[src/rtl/fp_minmax_align.sv]
// Delay-aligns FloPoCo operand pairs with the greater_than result and registers max/min/tag.
// Optional: define FP_MINMAX_NAN_EN to add out_nan and NaN-propagating selection.
module fp_minmax_align #(
  parameter int WIDTH = 26,
  parameter int LAT   = 3,
  parameter int TAG_W = 4
) (
  input  logic             clk,
  input  logic             rst,
  input  logic             in_valid,
  input  logic [WIDTH:0]   inA,
  input  logic [WIDTH:0]   inB,
  input  logic [TAG_W-1:0] in_tag,
  input  logic             greater,
  output logic             out_valid,
  output logic [WIDTH:0]   out_max,
  output logic [WIDTH:0]   out_min,
  output logic             out_a_gt_b,
  output logic [TAG_W-1:0] out_tag,
  output logic [4:0]       inflight
`ifdef FP_MINMAX_NAN_EN
  ,
  output logic             out_nan
`endif
);

  logic             dly_v   [1:LAT];
  logic [WIDTH:0]   dly_a   [1:LAT];
  logic [WIDTH:0]   dly_b   [1:LAT];
  logic [TAG_W-1:0] dly_tag [1:LAT];

  // Fixed-depth shift line; the comparator cannot stall, so neither can we.
  always_ff @(posedge clk or posedge rst) begin
    if (rst) begin
      for (int i = 1; i <= LAT; i++) begin
        dly_v[i]   <= 1'b0;
        dly_a[i]   <= '0;
        dly_b[i]   <= '0;
        dly_tag[i] <= '0;
      end
    end else begin
      dly_v[1]   <= in_valid;
      dly_a[1]   <= inA;
      dly_b[1]   <= inB;
      dly_tag[1] <= in_tag;
      for (int i = 2; i <= LAT; i++) begin
        dly_v[i]   <= dly_v[i-1];
        dly_a[i]   <= dly_a[i-1];
        dly_b[i]   <= dly_b[i-1];
        dly_tag[i] <= dly_tag[i-1];
      end
    end
  end

  logic           last_v;
  logic [WIDTH:0] last_a;
  logic [WIDTH:0] last_b;
  logic [WIDTH:0] sel_max;
  logic [WIDTH:0] sel_min;
  logic           sel_nan;

  assign last_v = dly_v[LAT];
  assign last_a = dly_a[LAT];
  assign last_b = dly_b[LAT];

  always_comb begin
    sel_nan = 1'b0;
    if (greater) begin
      sel_max = last_a;
      sel_min = last_b;
    end else begin
      sel_max = last_b;
      sel_min = last_a;
    end
`ifdef FP_MINMAX_NAN_EN
    // A NaN operand wins both slots so it propagates into the slab reduction.
    if (last_a[WIDTH:WIDTH-1] == 2'b11) begin
      sel_nan = 1'b1;
      sel_max = last_a;
      sel_min = last_a;
    end else if (last_b[WIDTH:WIDTH-1] == 2'b11) begin
      sel_nan = 1'b1;
      sel_max = last_b;
      sel_min = last_b;
    end
`endif
  end

  logic out_nan_q;

  always_ff @(posedge clk or posedge rst) begin
    if (rst) begin
      out_valid  <= 1'b0;
      out_max    <= '0;
      out_min    <= '0;
      out_a_gt_b <= 1'b0;
      out_tag    <= '0;
      out_nan_q  <= 1'b0;
    end else begin
      out_valid <= last_v;
      if (last_v) begin
        out_max    <= sel_max;
        out_min    <= sel_min;
        out_a_gt_b <= greater;
        out_tag    <= dly_tag[LAT];
        out_nan_q  <= sel_nan;
      end
    end
  end

`ifdef FP_MINMAX_NAN_EN
  assign out_nan = out_nan_q;
`else
  logic unused_nan;
  assign unused_nan = out_nan_q;
`endif

  // A pair stays counted until the cycle its result is presented has ended.
  always_ff @(posedge clk or posedge rst) begin
    if (rst) begin
      inflight <= 5'd0;
    end else if (in_valid && !out_valid) begin
      if (inflight != 5'd31) inflight <= inflight + 5'd1;
    end else if (!in_valid && out_valid) begin
      if (inflight != 5'd0) inflight <= inflight - 5'd1;
    end
  end

endmodule
[config.mk]
export PLATFORM = sky130hd
export DESIGN_NAME = fp_minmax_align
export DESIGN_NICKNAME = d
export VERILOG_FILES = /design/src/rtl/fp_minmax_align.sv
export SDC_FILE = /design/constraint.sdc
export NUM_CORES = 1
export LEC_CHECK = 0
export CORE_MARGIN = 2
export CORE_UTILIZATION = 52
export CTS_CLUSTER_DIAMETER = 80
export DETAILED_ROUTE_END_ITERATION = 7
export GPL_TIMING_DRIVEN = 0
export PLACE_DENSITY = 0.76
export SYNTH_ARGS = -nofsm -noshare
export SYNTH_HDL_FRONTEND = slang
export SYNTH_SLANG_ARGS = --single-unit
[constraint.sdc]
create_clock -name clk -period 10.3 [get_ports clk]
set_input_delay 1.545 -clock clk [delete_from_list [all_inputs] [get_ports clk]]
set_output_delay 1.545 -clock clk [all_outputs]
set_load 0.03 [all_outputs]
# Word level (Yosys, flattened, before mapping)
# Cells that the tools add are included.
[word_totals]
register_bits = 242
elab_cells = 36
output_inout_bits = 65
input_bits = 62
[op_classes]
n_mux = 6
eq_ne = 2
n_reduce_logical = 8
add_sub_neg = 2
[op_table]
columns = ["operator", "n"]
rows = [
  ["27-bit 2-to-1 mux", 2],
  ["5-bit 2-to-1 mux", 4],
  ["5-bit by 1-bit adder with 5-bit output, second input constant", 1],
  ["5-bit != test, second input constant", 1],
  ["5-bit nonzero test", 1],
  ["5-bit by 1-bit subtractor with 5-bit output, second input constant", 1],
  ["2-bit nonzero test", 2],
  ["3-bit AND reduction", 1],
  ["1-bit logical AND", 2],
  ["1-bit zero test", 2],
  ["2-bit by 1-bit != test with 1-bit output, second input constant", 1],
]

# Depth between registers and ports, before layout
[depth]
word_depth = 4
depth_mapped = 8
mapped_depth_nobuf = 7

# Worst setup path before layout
# OpenSTA, ideal clock, no wires.
[synth_path]
path_type = "input -> register"
from = "in in_valid"
to = "reg inflight[4]"
cell_stages = 8
setup_slack_ps = 7486
arrival_time_ps = 2680
required_time_ps = 10166
n_path_buf = 1
setup_ps = 134
cell_sequence = "nand2b_1 clkbuf_1 xor2_1 ha_1 o31ai_1 and3b_1 o22ai_1 xnor2_1"
[synth_via]
elab_chain_len = 4
elab_cells_between_ends = 8
cone_classes = "1 x eq/ne; 1 x mux; 6 x reduce/logical"
[synth_lines]
columns = ["element", "line", "text"]
rows = [
  ["start: declaration", "10", "input logic in_valid,"],
  ["1-bit zero test", "124", "end else if (!in_valid && out_valid) begin"],
  ["1-bit logical AND", "124", ""],
  ["2-bit nonzero test (no source line)", "-", ""],
  ["3-bit AND reduction (no source line)", "-", ""],
  ["end signal: assignment", "123", "if (inflight != 5'd31) inflight <= inflight + 5'd1;"],
  ["end signal: assignment", "125", "if (inflight != 5'd0) inflight <= inflight - 5'd1;"],
  ["end: declaration", "20", "output logic [4:0] inflight"],
]
# Several ways; a longest one is shown, not always the timed one.
# A chain may end at the register's enable or synchronous reset.

# Final worst setup path
[layout_path]
from = "reg inflight[1]"
to = "out inflight[1]"
# No word-level cell between the ends.

==> results.ini <==
[routing]
first_pass_iters=6
viasPerCell=4.950
drc=0
drtAntennaViolNets=0
detail_route.iter0.violations=185
wirelength_mm=13.66
post_drt_wl_per_cell_um=16.95
vias=3990

[outcome]
status=finished clean

[die]
die_w_um=123.5
die-height_um=123.5
fp-row-count=43
io_pins=127
initial_core_util_pct=53.26
core_area_um2=13930
die-area_um2=15240

[placement]
port_buffers=125
hpwl_mm=8.861
gp_congestion=0.7642

[layout]
regArea_um2=6056
multi_input_area_um2=1281
fillers=914
antennaDiodeCount=0
final_layout_size_suffix_gt1_share_pct=8.147
area_growth_pct=30.73
fin_nets=674

[clock_tree]
cts_buffers=24
cts_setup_buffers=0
cts.repair.resized=0
ctsHoldBuffers=0
tritoncts=yes
clk_pin_slew_ns=0.06
clock-sinks=242
htreeDepth=1
root_buffer=clkbuf_16
clock_path_buffers=3
clkLatencyLatePin_ns=0.50

[setup_path]
crit_family=buffers and inverters
required_ns=8.76
end_kind=primary output
critPathArrivalTime_ns=1.69
crit_buf_inv=1
max_stage_delay_ns=0.72
slowest_stage=clkdlybuf4s50_1
cp_max_fo=8
cp_cell_sequence=clkdlybuf4s50_1
critical_path_class=reg2out
startpoint_type=flop

[timing]
hold_ws_ns=0.3433
skew_ns=0.01099
relSlewSlack_pct=52.48
setup_tns_ns=0
rsz0062_at_grt=false
period_share_pct=31.40
min_period_ns=3.234
final-max-slew-violation-count=0
max_freq_mhz=309.2
finalSetupViolCount=0
hold_viol_final=0
tightest_slew_ns=0.7128

[grt]
antenna_found_initial=0
overflow=0
grt_first_pass_wirelength_mm=21.18
grt_max_degree=134
grt_pass1_vias=4257
track_usage_pct=18.33

[yosys]
post_synth_num_cell_types=26
netlist_instances=458
synth_seq_cells=242
syn_area_per_cell_um2=16.21
synthFlopType=dfrtp_1
synthArstFlopShare_pct=100.0
synth-seq-area-share_pct=81.59
syn-num-nets=522
netlist_area_um2=7422
yosysWarnings=0
synth_edf_count=0

[pwr]
power.density_nw_per_um2=224.7
leakage_nw=4.327
ir_drop_mv=0.1418

[flow_run]
drv_cap=0

[hold_path]
hp-class=reg2reg

-- layer usage --
layer  up-vias  part of all wire (%)  global-route usage, %
li1       1837                     -                      -
met1      1997                    38                  21.95
met2       118                    53                  32.93
met3        38                   5.5                  3.782
met4         0                   3.4                  6.392
met5         -                     0                      0
-- placed cells by master (no fill, tap or decap) --
| cell type | n |
|---|---|
| dfrtp_1 | 242 |
| o41a_1 | 1 |
| or3_1 | 1 |
| or2_1 | 1 |
| buf_2 | 5 |
| inv_8 | 2 |
| clkbuf_1 | 18 |
| and3_1 | 1 |
| mux2_2 | 6 |
| buf_1 | 3 |
| mux2i_1 | 54 |
| nor3_1 | 1 |
| and3b_1 | 1 |
| o31ai_1 | 1 |
| ha_1 | 2 |
| clkbuf_8 | 4 |
| a21oi_1 | 56 |
| or2_4 | 1 |
| bufinv_16 | 1 |
| mux2_4 | 1 |
| o22ai_1 | 1 |
| xor2_1 | 2 |
| clkbuf_16 | 25 |
| o21ai_0 | 2 |
| buf_16 | 1 |
| clkdlybuf4s50_1 | 125 |
| xnor2_1 | 2 |
| nor2_1 | 56 |
| nor2b_1 | 1 |
| clkinv_2 | 5 |
| nand2b_1 | 1 |
| a31oi_1 | 3 |
-- cells in the mapped netlist, types with 2 or more instances --
cell type	n	area [um2]
a31oi_1	3	18.77
dfrtp_1	242	6056
buf_1	3	11.26
a21oi_1	56	280.3
mux2_2	6	67.56
mux2i_1	54	540.5
nor2_1	56	210.2
xnor2_1	2	17.52
buf_2	5	25.02
o21ai_0	2	10.01
ha_1	2	25.02
clkbuf_1	12	45.04
xor2_1	2	17.52
-- per-stage QoR --
| stage | power [mW] | setup WS [ns] | area (um2) | util, % | instances |
|---|---|---|---|---|---|
| floorplan | 1.238 | 2.110 | 7422 | - | 458 |
| global placement | 1.356 | 0.1214 | 8899 | 63.86 | 763 |
| detailed placement | 1.371 | 6.756 | 8934 | 64.11 | 764 |
| CTS | 2.203 | 7.047 | 9703 | 69.63 | 806 |
| global route | 2.269 | 6.983 | 9703 | 69.63 | 806 |
| finish | 2.180 | 7.066 | 9703 | 69.63 | 806 |
-- area by class of cell --
class / instances / share of cell area (%)
Buffer: 20 / 0.8382
Clock buffer: 35 / 7.247
Clock inverter: 7 / 0.6834
Inverter: 1 / 0.1161
Multi-Input combinational cell: 195 / 13.20
Sequential cell: 242 / 62.41
Tap cell: 180 / 2.321
Timing Repair Buffer: 126 / 13.18
-- flip-flops by register name (all words and copies together) (netlist names) --
| signal | cells |
|---|---|
| dly_a | 54 |
| dly_b | 54 |
| dly_tag | 12 |
| dly_v | 2 |
| inflight | 5 |
| last_a | 27 |
| last_b | 27 |
| last_v | 1 |
| out_a_gt_b | 1 |
| out_max | 27 |
| out_min | 27 |
| out_tag | 4 |
| out_valid | 1 |
-- cell families (layout without fill, tap and decap cells) --
kind of cell / count (synthesis) / in the layout / share of synthesized area, %
adder cells (fa/ha/maj): 2 / 2 / 0.3371
buffers and inverters: 21 / 189 / 1.146
AND/OR/NAND/NOR: 64 / 64 / 3.557
XOR/XNOR: 4 / 4 / 0.4721
AO/OA/AOI/OAI: 64 / 64 / 4.501
multiplexers: 61 / 61 / 8.395
flip-flops: 242 / 242 / 81.59
-- final timing paths --
kind | start | end | slack, ns | cells after the start
setup / recovery | inflight[1] | inflight[1] | 7.07 | 1
hold / removal | dly_a[33] | last_a[6] | 0.34 | 0
setup reg to reg | out_valid | inflight[4] | 8.35 | 8
hold reg to reg | dly_a[33] | last_a[6] | 0.34 | 0
max in group asynchronous | rst | dly_a[34] | 7.66 | 3
min in group asynchronous | rst | dly_a[77] | 1.58 | 2
-- where the power goes --
group	internal, mW	switching [mW]
Clock	0.498	0.328
Combinational	0.128	0.159
Sequential	1.02	0.0465
Total	1.65	0.534
Power figures use the tool's default switching activity.
==> patch 1, RTL diff (same flow settings) <==
Register the input `inB` before use, without a reset. The logic sees it one clock later. The other inputs are not delayed to match.
--- a/src/rtl/fp_minmax_align.sv
+++ b/src/rtl/fp_minmax_align.sv
@@ -24,6 +24,12 @@
 `endif
 );
 
+  logic [WIDTH:0] inB_q;
+
+  always_ff @(posedge clk) begin
+    inB_q <= inB;
+  end
+
   logic             dly_v   [1:LAT];
   logic [WIDTH:0]   dly_a   [1:LAT];
   logic [WIDTH:0]   dly_b   [1:LAT];
@@ -41,7 +47,7 @@
     end else begin
       dly_v[1]   <= in_valid;
       dly_a[1]   <= inA;
-      dly_b[1]   <= inB;
+      dly_b[1]   <= inB_q;
       dly_tag[1] <= in_tag;
       for (int i = 2; i <= LAT; i++) begin
         dly_v[i]   <= dly_v[i-1];
Check against the original RTL: not equivalent (a bounded check fails within 10 cycles, from zero or initial values and one cycle with rst high).
==> patch 1 against the original RTL <==
- via count increased by 6.6%
- design area increased by 7.7%
- synthesized area increased by 7.3%
- maximum frequency decreased by 0.82%
- worst setup slack got worse by 0.027 ns
- worst hold slack got worse by 0.019 ns
- sequential cell count increased by 27
- wire length increased by 6.6%
- first-iteration DRC count increased by 33%
- core utilization decreased by 0.39 points
- die area increased by 7.0%
- total power increased by 14%
- cell count increased by 5.1%
- critical path type unchanged
==> patch 1: results (changes against the original RTL) <==
H-tree depth = 1 (unchanged)
Status = complete, no violations
Final GP Congestion = 0.8090 (+5.9%)
Part of the Yosys area used for sequential elements = 82.84% (+1.2 points)
Number of global-route vias before repair = 4,628 (+8.7%)
Syn Nets = 549 (+5.2%)
Post-route non-filler standard cell count = 847 (+5.1%)
CTS buffer count = 26 (+8.3%)
ANT cells = 0 (unchanged)
Syn_area_per_cell = 16.42 sq um (+1.3%)
Final nets = 703 (+4.3%)
R2R Setup Slk = 8.34 ns (about the same)
Reg2reg end = inflight[4]
Met2 wire len = 7.563 mm (+4.7%)
Iter 0 DRT Violations = 246 (+33%)
Worst Path Arrival = 1.72 ns (+0.03 ns)
Fin Hold WS = 0.3246 ns (-0.01875 ns)
P_leak = 4.646 nW (+7.4%)
First-pass GRT wire length = 23.18 mm (+9.4%)
Dpl hpwl = 9.114 mm (+2.9%)
Worst slew margin = 54.24% (+1.8 points)
Most frequent cells after synthesis = dfrtp_1 (242), a21oi_1 (56), nor2_1 (56), mux2i_1 (54), dfxtp_1 (27)
Peak VDD IR = 145.0 uV (+2.2%)
Synth area leaders = dfrtp_1 (76%), dfxtp_1 (6.8%), mux2i_1 (6.8%)
Post-synth top area cell = dfrtp_1
Hold depth = 0 (unchanged)
Clock Skew = 0.01019 ns (-0.0007991 ns)
Netlist cell types = 27 (+3.8%)
CP delay by family, top = buffers and inverters
Largest net degree at the start of global routing = 142 (+6.0%)
Vias = 4,255 (+6.6%)
Pre-Repair DR Iteration Count = 4 (-2)
Hold Path End = dly_b[80]
Clock insertion delay at the later pin of the skew report = 0.51 ns
Place WS = 6.778 ns (+0.02202 ns)
Layout cells sized above 1 = 9.105% (+0.96 points)
Buffers on Ports = 125 (unchanged)
CP max FO = 8 (unchanged)
CTS Root Cell = clkbuf_16
GRT Overall Usage = 18.22% (-0.11 points)
Avg WL per Cell = 17.19 microns (+1.4%)
Placed cell count = 799 (+4.6%)
DP Area = 9484 sq um (+6.2%)
Met3 WL = 684 microns (-9.2%)
Power Internal = 1.907 mW (+16%)
FFs w/ async S/R, synth = 89.96% (-10 points)
Worst Min Path Start = inB_q[26]
Met1 WL = 5.957 mm (+14%)
-- patch 1: cell types whose count changed after synthesis --
cell     change
dfxtp_1     +27
-- patch 1: cell families (layout without fill, tap and decap cells) --
group           after synthesis  in the layout  share of synthesized area [%]
flops                       269            269                          82.84
mux                          61             61                          7.825
simple gates                 64             64                          3.316
compound gates               64             64                          4.196
buf+inv                      21            195                          1.068
fa+ha+maj                     2              2                         0.3142
xor+xnor                      4              4                         0.4401
-- patch 1: worst max path at each step --
stage	from	endpoint	slack, ns	cells past startpoint
6_report	inflight[1]	inflight[1]	7.04	1
5_1_grt	inflight[1]	inflight[1]	6.95	1
4_1_cts	inflight[1]	inflight[1]	7.02	1
3_5_place_dp	in_valid	inflight[4]	6.78	9
3_3_place_gp	rst	dly_tag[1]	-0.1	2
2_1_floorplan	rst	dly_a[27]	2.11	1
-- patch 1: routing by layer --
layer / GRT usage (%) / vias up
met2: 31.71 / 132
met5: 0 / -
met4: 6.529 / 0
met3: 2.963 / 27
li1: - / 1920
met1: 23.46 / 2176
-- patch 1: cell type report --
type	count	area [sq um]
plain buffers	20	81.33
clock buffers	36	769.5
clock inverters	12	195.2
fillers	1024	4641
inverters	1	11.26
multi-input cells	195	1281
flip-flops and latches	269	6596
well taps	188	235.2
repair buffers	126	1279
-- patch 1: power by group through the flow --
stage	registers (mW)	logic [mW]	clock network (mW)
floorplan	1.26	0.0958	0
global placement	1.19	0.277	0
detailed placement	1.20	0.288	0
CTS	1.18	0.290	1.04
global route	1.19	0.310	1.09
finish	1.18	0.289	1.02
==> patch 2, RTL diff (config.mk and constraints unchanged) <==
Without the edit above. Add a define of `FP_MINMAX_NAN_EN`.
--- a/src/rtl/fp_minmax_align.sv
+++ b/src/rtl/fp_minmax_align.sv
@@ -1,5 +1,7 @@
 // Delay-aligns FloPoCo operand pairs with the greater_than result and registers max/min/tag.
 // Optional: define FP_MINMAX_NAN_EN to add out_nan and NaN-propagating selection.
+`define FP_MINMAX_NAN_EN
+
 module fp_minmax_align #(
   parameter int WIDTH = 26,
   parameter int LAT   = 3,
Formal check against the unedited RTL (old outputs only; new: out_nan): not equivalent (a bounded check fails within 10 cycles, from zero or initial values and one cycle with rst high).
==> patch 2 against the original RTL <==
- sequential cell count increased by 1
- design area rose by 2.4%
- wire length fell by 3.7%
- clock skew increased by 0.00051 ns
- synthesized area is 2.1% higher
- core utilization is 0.46 points lower
- via count grew 2.1%
- total power is 3.7% higher
- register-to-register slack got worse by 0.43 ns
- global-route usage fell by 0.97 points
- critical path depth is 7 higher
- worst hold slack worse by 0.0055 ns
- worst setup slack worse by 0.26 ns
- critical endpoint is now inflight[4]
==> patch 2: results (changes against the original RTL) <==
Pre-Repair DR Iteration Count = 4 (-2)
Filler cells = 939 (+2.7%)
Iter 0 DRT Violations = 183 (-1.1%)
Dpl hpwl = 8.743 mm (-1.3%)
First-pass GRT wire length = 21.65 mm (+2.2%)
Biggest registers after layout = dly_a x54, dly_b x54
Final nets = 692 (+2.7%)
Met2 wire len = 6.744 mm (-6.7%)
Vias = 4,073 (+2.1%)
Tightest Pin Transition = 0.9418 ns (+0.2290 ns)
Worst Path Arrival = 3.91 ns (+2.22 ns)
Netlist cell types = 30 (+15%)
Via density = 4.925 (-0.51%)
Number of global-route vias before repair = 4,315 (+1.4%)
ANT cells = 0 (unchanged)
Part of the Yosys area used for sequential elements = 80.28% (-1.3 points)
Clock Skew = 0.01149 ns (+0.0005065 ns)
Peak VDD IR = 138.1 uV (-2.6%)
GRT Overall Usage = 17.36% (-0.97 points)
Synth area leaders = dfrtp_1 (80%), mux2i_1 (6.6%), a21oi_1 (3.6%)
Post-CTS Setup Bufs = 0 (unchanged)
Placed cell count = 783 (+2.5%)
Layout cells sized above 1 = 9.798% (+1.7 points)
CTS buffer count = 24 (unchanged)
Final GP Congestion = 0.7921 (+3.7%)
Syn_area_per_cell = 16.08 sq um (-0.76%)
Avg WL per Cell = 15.92 microns (-6.1%)
Largest net degree at the start of global routing = 146 (+9.0%)
DP Area = 9111 sq um (+2.0%)
Place WS = 6.306 ns (-0.4501 ns)
Initial antenna violation count = 0 (unchanged)
Worst-path clk slew = 0.06 ns (about the same)
CP max FO = 5 (-3)
Status = complete, no violations
P_leak = 4.413 nW (+2.0%)
Buffers on Ports = 127 (+1.6%)
Syn Nets = 538 (+3.1%)
Met1 WL = 5.359 mm (+2.8%)
Most frequent cells after synthesis = dfrtp_1 (243), nor2_1 (56), a21oi_1 (54), mux2i_1 (50), clkbuf_1 (13)
Met3 WL = 684 microns (-9.2%)
[patch 2: layout make-up]
| cell class | instances | share of cell area [%] |
|---|---|---|
| plain buffers | 18 | 0.9189 |
| clock buffers | 35 | 7.578 |
| clock inverters | 9 | 0.7553 |
| inverters | 5 | 0.2644 |
| multi-input cells | 205 | 13.92 |
| flip-flops and latches | 243 | 61.18 |
| well taps | 184 | 2.316 |
| repair buffers | 128 | 13.07 |
[patch 2: path summary, 6_finish.rpt]
| check | startpoint | to | slack [ns] | depth (start not counted) |
|---|---|---|---|---|
| max in group asynchronous | rst | out_max[3] | 7.68 | 3 |
| setup / recovery | in_valid | inflight[4] | 6.80 | 8 |
| hold reg to reg | dly_a[29] | last_a[2] | 0.34 | 0 |
| min in group asynchronous | rst | inflight[0] | 1.65 | 2 |
| setup reg to reg | out_valid | inflight[4] | 7.92 | 8 |
| hold / removal | dly_a[29] | last_a[2] | 0.34 | 0 |
[patch 2: per-layer routing]
metal  vias up  GRT usage [%]
met3        32          3.136
li1       1885              -
met5         -              0
met4         0          5.948
met1      2041          22.38
met2       115          29.96
[patch 2: logic make-up after synthesis]
kind of cell,count (synthesis),share of synthesized area (%)
flops,243,80.28
simple gates,69,3.832
compound gates,65,4.658
mux,62,8.391
buf+inv,23,1.454
fa+ha+maj,5,0.9250
xor+xnor,4,0.4626
[patch 2: critical path, stage by stage]
cell	delay, ns
clkdlybuf4s50_1	0.48
ha_1	0.24
inv_1	0.13
fa_1	0.41
and3_1	0.18
or3_1	0.36
a2111oi_2	0.39
xor2_1	0.17
[patch 2: report_power, final]
part	switching, mW	internal (mW)	total (mW)
clock network	0.340	0.531	0.872
registers	0.0469	1.03	1.07
logic	0.173	0.142	0.315
[patch 2: per-stage QoR]
stage | utilization, % | TNS (ns)
2_1_floorplan | - | 0
3_3_place_gp | 63.17 | -3.683
3_5_place_dp | 63.41 | 0
4_1_cts | 69.17 | 0
5_1_grt | 69.17 | 0
6_report | 69.17 | 0
